### src/rtl/rr_sel_arbiter.sv
`default_nettype none
// ============================================================================
// Module  : rr_sel_arbiter
// Brief   : 8-requester round-robin arbiter with a registered 3-bit grant
//           index, grant-valid flag, hold-time limit and rotating priority
//           pointer. Drives a downstream 3:8 one-hot decoder.
// Revision: 1.0 - initial release
// ============================================================================
module rr_sel_arbiter #(
   parameter int unsigned IDX_W    = 3,   // only 3 is supported (3:8 decoder)
   parameter int unsigned MAX_HOLD = 16   // 0 disables the timeout, 0..255
) (
   input  logic                        clk,
   input  logic                        rst,
   input  logic [(1 << IDX_W)-1:0]     req,
   input  logic                        release_i,
   output logic [IDX_W-1:0]            grant_idx,
   output logic                        grant_valid,
   output logic                        timeout_o,
   output logic [IDX_W-1:0]            ptr_o
);

   localparam int unsigned      N          = 1 << IDX_W;
   localparam int unsigned      CNT_W      = 8;
   localparam logic             TIMEOUT_EN = (MAX_HOLD != 0);
   // Last hold count before a forced revoke; unused when the timeout is off.
   localparam logic [CNT_W-1:0] HOLD_LAST  = (MAX_HOLD == 0) ? '0 : CNT_W'(MAX_HOLD - 1);
   localparam logic [CNT_W-1:0] CNT_MAX    = '1;
   localparam logic [CNT_W-1:0] CNT_ONE    = CNT_W'(1);
   localparam logic [IDX_W-1:0] IDX_ONE    = IDX_W'(1);

   typedef enum logic [0:0] {
      ST_IDLE  = 1'b0,
      ST_GRANT = 1'b1
   } state_t;

   state_t             state_q,       state_d;
   logic [IDX_W-1:0]   grant_idx_q,   grant_idx_d;
   logic               grant_valid_q, grant_valid_d;
   logic               timeout_q,     timeout_d;
   logic [IDX_W-1:0]   ptr_q,         ptr_d;
   logic [CNT_W-1:0]   hold_cnt_q,    hold_cnt_d;

   logic [N-1:0]       req_rot;
   logic [IDX_W-1:0]   sel_off;
   logic [IDX_W-1:0]   sel_idx;
   logic               any_req;
   logic               owner_req;

   // Rotate the request vector so bit 0 is the pointer position, then pick
   // the lowest set bit; the index sum wraps naturally modulo N.
   always_comb begin
      req_rot = '0;
      sel_off = '0;
      for (int k = 0; k < N; k++) begin
         req_rot[k] = req[ptr_q + IDX_W'(k)];
      end
      for (int k = N - 1; k >= 0; k--) begin
         if (req_rot[k]) begin
            sel_off = IDX_W'(k);
         end
      end
      sel_idx   = ptr_q + sel_off;
      any_req   = |req;
      owner_req = req[grant_idx_q];
   end

   // Next-state logic: grant from IDLE, and decide exit/hold/timeout in GRANT.
   always_comb begin
      state_d       = state_q;
      grant_idx_d   = grant_idx_q;
      grant_valid_d = grant_valid_q;
      timeout_d     = 1'b0;
      ptr_d         = ptr_q;
      hold_cnt_d    = hold_cnt_q;

      case (state_q)
         ST_IDLE: begin
            if (any_req) begin
               grant_idx_d   = sel_idx;
               grant_valid_d = 1'b1;
               hold_cnt_d    = '0;
               state_d       = ST_GRANT;
            end else begin
               grant_valid_d = 1'b0;
            end
         end

         ST_GRANT: begin
            // Release beats a withdrawn request, which beats the timeout.
            if (release_i || !owner_req) begin
               grant_valid_d = 1'b0;
               ptr_d         = grant_idx_q + IDX_ONE;
               state_d       = ST_IDLE;
            end else if (TIMEOUT_EN && (hold_cnt_q == HOLD_LAST)) begin
               grant_valid_d = 1'b0;
               timeout_d     = 1'b1;
               ptr_d         = grant_idx_q + IDX_ONE;
               state_d       = ST_IDLE;
            end else if (hold_cnt_q != CNT_MAX) begin
               // Saturating so a disabled timeout never wraps the counter.
               hold_cnt_d    = hold_cnt_q + CNT_ONE;
            end
         end

         default: begin
            grant_valid_d = 1'b0;
            state_d       = ST_IDLE;
         end
      endcase
   end

   // State and output registers; reset clears everything asynchronously.
   always_ff @(posedge clk or posedge rst) begin
      if (rst) begin
         state_q       <= ST_IDLE;
         grant_idx_q   <= '0;
         grant_valid_q <= 1'b0;
         timeout_q     <= 1'b0;
         ptr_q         <= '0;
         hold_cnt_q    <= '0;
      end else begin
         state_q       <= state_d;
         grant_idx_q   <= grant_idx_d;
         grant_valid_q <= grant_valid_d;
         timeout_q     <= timeout_d;
         ptr_q         <= ptr_d;
         hold_cnt_q    <= hold_cnt_d;
      end
   end

   assign grant_idx   = grant_idx_q;
   assign grant_valid = grant_valid_q;
   assign timeout_o   = timeout_q;
   assign ptr_o       = ptr_q;

endmodule
`default_nettype wire

### config.mk
export PLATFORM = sky130hd
export DESIGN_NAME = rr_sel_arbiter
export DESIGN_NICKNAME = d
export VERILOG_FILES = /design/src/rtl/rr_sel_arbiter.sv
export SDC_FILE = /design/constraint.sdc
export NUM_CORES = 1
export LEC_CHECK = 0
export ABC_AREA = 1
export CORE_ASPECT_RATIO = 0.5
export CORE_MARGIN = 2
export CORE_UTILIZATION = 55
export CTS_CLUSTER_DIAMETER = 30
export DETAILED_ROUTE_END_ITERATION = 6
export PLACE_DENSITY = 0.8
export SETUP_SLACK_MARGIN = 0.4
export SLEW_MARGIN = 20
export SYNTH_ARGS = -nofsm -noshare
export SYNTH_HDL_FRONTEND = slang
export SYNTH_SLANG_ARGS = --single-unit
### constraint.sdc
create_clock -name clk -period 3.7 [get_ports clk]
set_input_delay 0.74 -clock clk [delete_from_list [all_inputs] [get_ports clk]]
set_output_delay 0.74 -clock clk [all_outputs]
set_load 0.01 [all_outputs]
==> run summary <==
Floorplan
• **DIE WIDTH** 78.3 um
• **area inside the core boundary** 0.00260 sq mm
• **initial standard-cell utilization of the core** 0.583
• **number of top-level pins** 19
• **Rows** 13
• **Die H** 41.1 um
• **die footprint** 0.00322 sq mm

CTS
• **total clock buffers created by CTS** 3
• **Clock Path Buffers** 2
• **CTS tree** done
• **H-tree levels** 1
• **root buffer cell** clkbuf_8
• **setup bufs post-CTS** 0
• **clk sink count** 17
• **count of hold-fix buffers inserted at cts** 0
• **Clk pin slew, worst setup/hold paths** 0.06 ns
• **clock insertion delay at the later pin of the skew report** 0.25 ns

Setup path
• **worst path cell trace** inv_4, ha_1, inv_1, nand3_1, nand3_1, nand2_1, inv_1, nand2_1, nand2_1, nand2_1, nand2_1, a21oi_1, ha_1, inv_1, fa_1, xor2_1, inv_1, nand3_1, nand3_1, nand2_1
• **library cell appearing most often on the critical path** nand2_1
• **classification of the worst setup path** register to register
• **startpoint type of the worst setup path** register
• **Data arrival, critical path** 3.16 ns
• **slowest CP cell** dfrtp_1
• **highest cell delay on the worst timing path** 0.61 ns
• **largest driver fanout on the critical path** 12
• **data required time of the worst path** 3.85 ns
• **Worst setup EP type** register

STA
• **worst hold margin** 0.511 ns
• **Worst Slack Setup Final** 0.683 ns
• **max-slew violation count** 0
• **Tmin final** 3.02 ns
• **transition time of the tightest slew-check pin** 0.654 ns
• **Max Fclk** 331 MHz
• **Final TNS setup** 0 ns
• **count of endpoints failing hold in the final timing report** 0
• **ratio of final minimum period to clock period** 0.816
• **Max transition margin** 0.564
• **worst setup skew after layout** 0.000869 ns
• **setup violation total in the final timing report** 0
• **setup repair after global routing missed its margin** false

Synthesis
• **Most used DFF post-synth** dfrtp_1
• **async set-reset flop share out of synthesis** 1.00
• **synthesis warning total** 0
• **Netlist Area Pre-Place** 0.00152 sq mm
• **sequential element share of the synthesized area** 0.281
• **synth top area cells** dfrtp_1 (28%), nand2_1 (22%), nand3_1 (8.9%)
• **Netlist cell types** 29
• **average footprint of a synthesized cell** 6.45 sq um
• **most repeated cell in the gate-level netlist after synthesis** nand2_1
• **number of flops mapped to enable cells by yosys** 0
• **instance count of the mapped netlist** 235
• **Commonest cells post-synth** nand2_1 (89), nand3_1 (27), inv_1 (20)
• **Synth Register Bits** 17
• **share of Yosys cell area claimed by the top area cell type** 0.281
• **Synth Net Count** 252
• **dominant cell type by area after synthesis** dfrtp_1

Place
• **pre-CTS worst setup slack** 0.483 ns
• **placed cell areas** 0.00171 sq mm
• **count of input and output buffers** 18
• **final RePlAce weighted congestion** 0.940
• **Final HPWL DP** 2650 um

Finish
• **final std cell area, no fill** 0.00176 sq mm
• **number of nets in the final layout** 271
• **layout overhead on the synthesized area** 15.9%
• **share of final-layout standard cells stronger than drive strength 1** 0.0711
• **number of antenna cells inserted** 0
• **Filler Cell Count** 237

Drt
• **number of vias per cell after detailed routing** 5.31
• **routed wire length per instance** 11.9 um
• **remaining antenna violation count** 0
• **Pre-Repair DR Iteration Count** 4
• **drt drc** 0
• **via count of the routed design** 1540
• **number of DRC markers after the initial detailed-route iteration** 89
• **aggregate routed wire length** 3450 um

Job
• **number of maximum-capacitance constraint violations** 0

Global route
• **antenna violations before repair** 0
• **met2 usage** 0.422
• **GR Util met1** 0.311
• **total routing resource utilization after global routing** 0.236
• **first-pass GRT wire length** 5770 um
• **sum of overflow across all layers after global routing** 0
• **met3 Resource Use GR** 0.0419
• **grt peak-use layer** met2
• **number of global-route vias before repair** 1258
• **pin count of the biggest net entering global routing** 18

Power
• **total power after layout** 1.57 mW
• **Pleak** 0.903 nW
• **power density over the cells** 892 mW/mm^2
• **maximum vdd ir drop** 0.452 mV

Status
• **run status** finished clean

Hold path
• **min-delay worst type** register to register

==> sequential cells by signal, summed over array words and instances (netlist names) <==
register	flops
grant_valid	1
grant_idx	3
ptr_o	3
timeout_o	1
state_q	1
hold_cnt_q	8
==> logic make-up (layout without fill, tap and decap cells) <==
family / Yosys count / count (layout) / synth area share
xor gates and xnor gates: 9 / 9 / 0.0569
DFF: 17 / 17 / 0.281
and+or+nand+nor: 162 / 162 / 0.476
adders and majority gates: 6 / 6 / 0.0545
buffers and inverters: 26 / 44 / 0.0767
AOI/OAI and AO/OA: 15 / 15 / 0.0553
==> routing by layer <==
| metal | vias to the layer above | wire [um] | part of all wire |
|---|---|---|---|
| li1 | 806 | - | - |
| met4 | 0 | 20 | 0.0058 |
| met2 | 30 | 1540 | 0.45 |
| met5 | - | 0 | 0 |
| met1 | 702 | 1760 | 0.51 |
| met3 | 2 | 125 | 0.036 |
==> metrics by stage <==
stage	utilization	cells
after floorplan	-	235
after global placement	0.658	286
after detailed placement	0.658	286
after CTS	0.675	290
after global routing	0.675	290
final	0.675	290
==> path summary, 6_finish.rpt <==
check                           slack [ns]                   endpoint               startpoint  cells past startpoint
max in group asynchronous             2.37       ptr_o[1]$_DFFE_PP0P_                      rst                      2
worst min-delay path                  0.51    grant_valid$_DFFE_PP0P_  grant_valid$_DFFE_PP0P_                      2
worst max register to register        0.68   grant_idx[2]$_DFFE_PP0P_     ptr_o[0]$_DFFE_PP0P_                     20
min in group asynchronous             0.88  hold_cnt_q[6]$_DFFE_PP0P_                      rst                      2
worst min register to register        0.51    grant_valid$_DFFE_PP0P_  grant_valid$_DFFE_PP0P_                      2
worst max-delay path                  0.68   grant_idx[2]$_DFFE_PP0P_     ptr_o[0]$_DFFE_PP0P_                     20
==> what timing repair did <==
| action | 4_1_cts | 5_1_grt |
|---|---|---|
| gates resized for setup | 0 | 1 |
| endpoints found under the hold margin | 0 | 0 |
| setup endpoints to repair | 0 | 1 |
==> report_power, final <==
part	internal [mW]	switching, mW
sequential	0.244	0.120
clock	0.0764	0.0625
combinational	0.407	0.658
==> worst max-delay path: cells and delay by family, from the launching register on <==
family	cells	cell delay, ns
xor+xnor	1	0.17
simple gates	10	0.72
flops	1	0.61
fa+ha+maj	3	0.91
buf+inv	5	0.38
compound gates	1	0.12
==> cells in the final DEF (no fill, tap or decap) <==
| master | netlist | routed |
|---|---|---|
| a31oi_1 | 1 | 1 |
| inv_4 | 1 | 1 |
| nor3_1 | 2 | 2 |
| o21bai_1 | 1 | 1 |
| a21oi_1 | 2 | 2 |
| clkbuf_1 | 0 | 1 |
| xnor2_1 | 3 | 3 |
| clkdlybuf4s50_1 | 0 | 18 |
| xor2_1 | 5 | 5 |
| nor2_2 | 3 | 3 |
| inv_1 | 20 | 20 |
| o21ai_0 | 7 | 7 |
| nand3_2 | 2 | 2 |
| o21ai_1 | 2 | 2 |
| nor4_1 | 3 | 3 |
| ha_1 | 5 | 5 |
| dfrtp_1 | 17 | 16 |
| nand4_1 | 11 | 11 |
| clkbuf_8 | 1 | 3 |
| nor3_2 | 1 | 1 |
| nand3b_1 | 1 | 1 |
| o211ai_1 | 2 | 2 |
| nand2_1 | 89 | 89 |
| dfrtp_2 | 0 | 1 |
| xor2_2 | 1 | 1 |
| inv_2 | 1 | 1 |
| nor2_1 | 18 | 18 |
| nand2_2 | 5 | 5 |
| nand3_1 | 27 | 27 |
| fa_1 | 1 | 1 |
==> layout make-up <==
class	instances	area, sq um	area share
inverter	22	85.1	0.0484
timing repair buffer	18	180	0.102
multi-input combinational	192	975	0.554
tap	37	46.3	0.0263
sequential	17	427	0.243
clock buffer	4	45.0	0.0256
No activity file was read; power rests on OpenSTA's default activity.
==> RTL change 1 (same flow settings) <==
Remove the register `timeout_q`: a continuous assignment takes its place, so the output `timeout_o` follows one clock earlier.
--- a/src/rtl/rr_sel_arbiter.sv
+++ b/src/rtl/rr_sel_arbiter.sv
@@ -116,18 +116,18 @@
          state_q       <= ST_IDLE;
          grant_idx_q   <= '0;
          grant_valid_q <= 1'b0;
-         timeout_q     <= 1'b0;
          ptr_q         <= '0;
          hold_cnt_q    <= '0;
       end else begin
          state_q       <= state_d;
          grant_idx_q   <= grant_idx_d;
          grant_valid_q <= grant_valid_d;
-         timeout_q     <= timeout_d;
          ptr_q         <= ptr_d;
          hold_cnt_q    <= hold_cnt_d;
       end
    end
+
+   assign timeout_q = timeout_d;
 
    assign grant_idx   = grant_idx_q;
    assign grant_valid = grant_valid_q;
Behaviour: same outputs for any inputs over 10 cycles, from zero or initial values and one cycle with rst high; that may be too few to reach the edited logic, so the function may still have changed.
==> RTL change 1 against the original RTL <==
Sequential share of layout area fell by 1.4 points; sequential cell count is 1 lower; power down 0.13%; critical endpoint is now timeout_o; area after synthesis fell by 2.4%; sequential power down 7.7%; global-route usage barely moved; worst setup slack got worse by 140 ps; wire length shrank 0.73%; cell count decreased by 0.69%; die area fell by 2.2%; highest routed layer is now met3; cell area down 0.28%.
==> RTL change 1: results (changes against the original RTL) <==
| Metric | Value |
|---|---|
| Outcome | `complete, no violations (unchanged)` |
| Vias | `1519 (was 1540)` |
| Core box area | `2570 sq um (was 2603 sq um)` |
| Top delay family on crit path | `buffers and inverters (was adder cells)` |
| Slew @ Worst Pin | `595.2 ps (was 653.6 ps)` |
| Slowest Stage Delay on Critical Path | `560 ps (was 610 ps)` |
| Vias in the first global route | `1358 (was 1258)` |
| Fin nets | `269 (was 271)` |
| Leakage | `0.9154 nW (was 0.9030 nW)` |
| Sink Count | `16 (was 17)` |
| Non-clock buffer share | `10.85% (was 10.25%)` |
| Maximum vdd drop | `541.0 uV (was 451.7 uV)` |
| Worst EP arrival | `2410 ps (was 3160 ps)` |
| Diodes inserted | `0 (unchanged)` |
| Combinational share of power | `68.9% (was 68.0%)` |
| Final Non-Filler Cells | `288 (was 290)` |
| Total GRT Usage | `23.58% (was 23.56%)` |
| Seq area share | `22.91% (was 24.27%)` |
| Clk cell area share | `3.141% (was 2.562%)` |
| Total Wirelength | `3420 um (was 3445 um)` |
| Layout fillers | `235 (was 237)` |
| Dpl hpwl | `2677 um (was 2654 um)` |
| Sw Ratio | `52.83% (was 53.59%)` |
| Insertion delay to the later sink of the worst-skew pair | `250 ps (about the same)` |
| Dpl ws | `472.4 ps (was 483.2 ps)` |
| FF-to-FF Start | `ptr_o[1] (was ptr_o[0])` |
| Logic inverters | `21 (was 22)` |
| Cell mode on critical path | `nor2_1 (was nand2_1)` |
| Synthesized Nets | `248 (was 252)` |
| Post-synth top cells | `nand2_1, nand3_1, nor2_1 (was nand2_1, nand3_1, inv_1)` |
| Worst Skew | `4.165 ps (was 0.8687 ps)` |
| Multi-input logic area | `978.4 sq um (was 974.7 sq um)` |
| DP Cell Count | `284 (was 286)` |
| Clock slew at reported path FFs | `60 ps (about the same)` |
| Largest cells by area after synthesis | `dfrtp_1, nand2_1, nand3_1 (unchanged)` |
| Crit-path max FO | `4 (was 12)` |
| Netlist cell types | `27 (was 29)` |
| Worst hold margin | `507.6 ps (was 510.9 ps)` |
| Buffers, non-clock | `19 (was 18)` |
| Global-route wire length before repair | `5761 um (was 5768 um)` |
| GP Congestion | `0.8945 (was 0.9395)` |
| Largest net degree at the start of global routing | `17 (was 18)` |
| Placed Area | `1694 sq um (was 1712 sq um)` |
| Drt initial violations | `66 (was 89)` |
| Sequential power share | `21.4% (was 23.2%)` |
| Switching power | `0.0008270 W (was 0.0008399 W)` |
| Critical-path top delay cell | `clkdlybuf4s50_1 (was dfrtp_1)` |
| Design Area, Final | `1753 sq um (was 1758 sq um)` |
| FF-to-FF setup slack | `730 ps (was 680 ps)` |
| Share of cells above drive strength 1 | `9.163% (was 7.115%)` |
| Synth Instances | `231 (was 235)` |
| Multi-input logic cell count | `191 (was 192)` |
| Sequential-to-total area share from yosys stat | `27.05% (was 28.05%)` |
[RTL change 1: layer usage]
| layer | global-route usage [%] | share of wire [%] | vias to the layer above |
|---|---|---|---|
| met4 | 6.696 | 0 | 0 |
| li1 | - | - | 788 |
| met2 | 45.65 | 47 | 29 |
| met3 | 1.982 | 3.7 | 0 |
| met1 | 30.14 | 49 | 702 |
| met5 | 0 | 0 | - |
[RTL change 1: worst max path at each step]
| stage | startpoint | to | depth (start not counted) |
|---|---|---|---|
| after floorplan | ptr_o[1] | grant_idx[2] | 20 |
| after CTS | req[0] | timeout_o | 8 |
| after global routing | req[0] | timeout_o | 8 |
| after detailed placement | req[5] | grant_idx[2] | 20 |
| final | req[0] | timeout_o | 8 |
| after global placement | req[0] | timeout_o | 8 |
[RTL change 1: cells by family (layout without fill, tap and decap cells)]
logic type      after synthesis  after routing  synth area share [%]
xor+xnor                      9              9                 5.833
fa+ha+maj                     6              6                 5.579
simple gates                162            162                 48.69
compound gates               14             14                 6.001
buf+inv                      24             44                 6.847
flops                        16             16                 27.05
==> RTL change 2 (config.mk and constraints unchanged) <==
Without the edit above. Set the localparam `CNT_W` to 12 (it was 8).
--- a/src/rtl/rr_sel_arbiter.sv
+++ b/src/rtl/rr_sel_arbiter.sv
@@ -21,7 +21,7 @@
 );
 
    localparam int unsigned      N          = 1 << IDX_W;
-   localparam int unsigned      CNT_W      = 8;
+   localparam int unsigned      CNT_W      = 12;
    localparam logic             TIMEOUT_EN = (MAX_HOLD != 0);
    // Last hold count before a forced revoke; unused when the timeout is off.
    localparam logic [CNT_W-1:0] HOLD_LAST  = (MAX_HOLD == 0) ? '0 : CNT_W'(MAX_HOLD - 1);
Formal check against the unedited RTL: no difference found for any inputs over 10 cycles, from zero or initial values and one cycle with rst high; that may be too few to reach the edited logic, so the function may still have changed.
==> RTL change 2 against the original RTL <==
Combinational power is 6% higher; critical path depth down 1; worst setup slack improved by 82 ps; register-to-register slack gained 170 ps; sequential cell count rose by 4; via count increased by 21%; area after synthesis grew 21%; worst hold slack improved by 4.8 ps; cell area up 18%; synthesized cell count increased by 20%; wire length is 24% higher; power up 6.7%; sequential power grew 5.8%; critical path type is now primary input to flip-flop; critical endpoint unchanged; largest power group unchanged; highest routed layer unchanged.
==> RTL change 2: results (changes against the original RTL) <==
| Metric | Value |
|---|---|
| Fin nets | `317 (was 271)` |
| Post-synth top cells | `nand2_1, nand3_1, nor2_1 (was nand2_1, nand3_1, inv_1)` |
| Drt initial violations | `87 (was 89)` |
| GP Congestion | `0.9214 (was 0.9395)` |
| Worst Skew | `1.286 ps (was 0.8687 ps)` |
| Worst EP arrival | `3100 ps (was 3160 ps)` |
| CP Class | `primary input to flip-flop (was flip-flop to flip-flop)` |
| Total GRT Usage | `23.05% (was 23.56%)` |
| Maximum vdd drop | `496.9 uV (was 451.7 uV)` |
| Vias in the first global route | `1629 (was 1258)` |
| Global-route wire length before repair | `7038 um (was 5768 um)` |
| Dpl ws | `476.0 ps (was 483.2 ps)` |
| Top delay family on crit path | `simple AND/OR/NAND/NOR gates (was adder cells)` |
| FF-to-FF setup slack | `850 ps (was 680 ps)` |
| Largest cells by area after synthesis | `dfrtp_1, nand2_1, nand3_1 (unchanged)` |
| Synthesized Nets | `299 (was 252)` |
| Outcome | `complete, no violations (unchanged)` |
| Slowest Stage Delay on Critical Path | `550 ps (was 610 ps)` |
| DR pass1 iterations | `5 (was 4)` |
| Dpl hpwl | `3213 um (was 2654 um)` |
| Sequential-to-total area share from yosys stat | `28.69% (was 28.05%)` |
| Largest net degree at the start of global routing | `22 (was 18)` |
| Layout fillers | `275 (was 237)` |
| Mean post-synth cell area | `6.496 sq um (was 6.453 sq um)` |
| Critical-path top delay cell | `clkdlybuf4s50_1 (was dfrtp_1)` |
[RTL change 2: power by group through the flow]
stage,clock network (W),logic (W),registers (W)
after CTS,0.000161,0.00113,0.000381
final,0.000156,0.00113,0.000384
after floorplan,0,0.000880,0.000363
after detailed placement,0,0.00113,0.000383
after global routing,0.000170,0.00128,0.000394
after global placement,0,0.00111,0.000383
[RTL change 2: cell families (layout without fill, tap and decap cells)]
logic type / Yosys count / after routing / synth area share (%)
adder cells (fa/ha/maj): 6 / 6 / 4.508
buffers and inverters: 32 / 49 / 8.128
AO/OA/AOI/OAI: 14 / 14 / 4.234
AND/OR/NAND/NOR: 196 / 196 / 47.81
XOR/XNOR: 13 / 13 / 6.626
flip-flops: 21 / 21 / 28.69
[RTL change 2: routing by layer]
layer / part of all wire, % / GRT usage (%) / wire length [um] / vias up
met2: 46 / 40.00 / 1987 / 50
met4: 0.91 / 6.032 / 39 / 0
met3: 5.0 / 4.753 / 215 / 6
met5: 0 / 0 / 0 / -
li1: - / - / - / 952
met1: 48 / 30.28 / 2044 / 860
[RTL change 2: worst min path at each step]
stage / from / endpoint / slack (ps)
floorplan: hold_cnt_q[1] / hold_cnt_q[1] / 470
global placement: grant_valid / grant_valid / 490
detailed placement: grant_valid / grant_valid / 490
CTS: grant_valid / grant_valid / 520
global route: grant_valid / grant_valid / 540
finish: grant_valid / grant_valid / 520
[RTL change 2: worst min-delay path, cell delays in order, from the launching register on]
cell and delay (ps):
dfrtp_1 360, nand3_1 70, nand2_1 50
[RTL change 2: layout make-up]
type                       instances  share of cell area [%]
inverter                          25                   4.647
tap                               40                   2.414
multi-input combinational        229                   55.82
timing repair buffer              20                   9.415
sequential                        21                   25.35
clock buffer                       3                   1.992
clock inverter                     1                  0.3621
[RTL change 2: through the flow]
stage | area, sq um | utilization [%] | hold WS, ps | power [W]
after floorplan | 1832 | - | 475.0 | 0.001244
after global placement | 2024 | 65.67 | 486.6 | 0.001489
after detailed placement | 2024 | 65.67 | 494.4 | 0.001509
after CTS | 2073 | 67.25 | 516.9 | 0.001671
after global routing | 2073 | 67.25 | 535.4 | 0.001842
final | 2073 | 67.25 | 515.7 | 0.001673
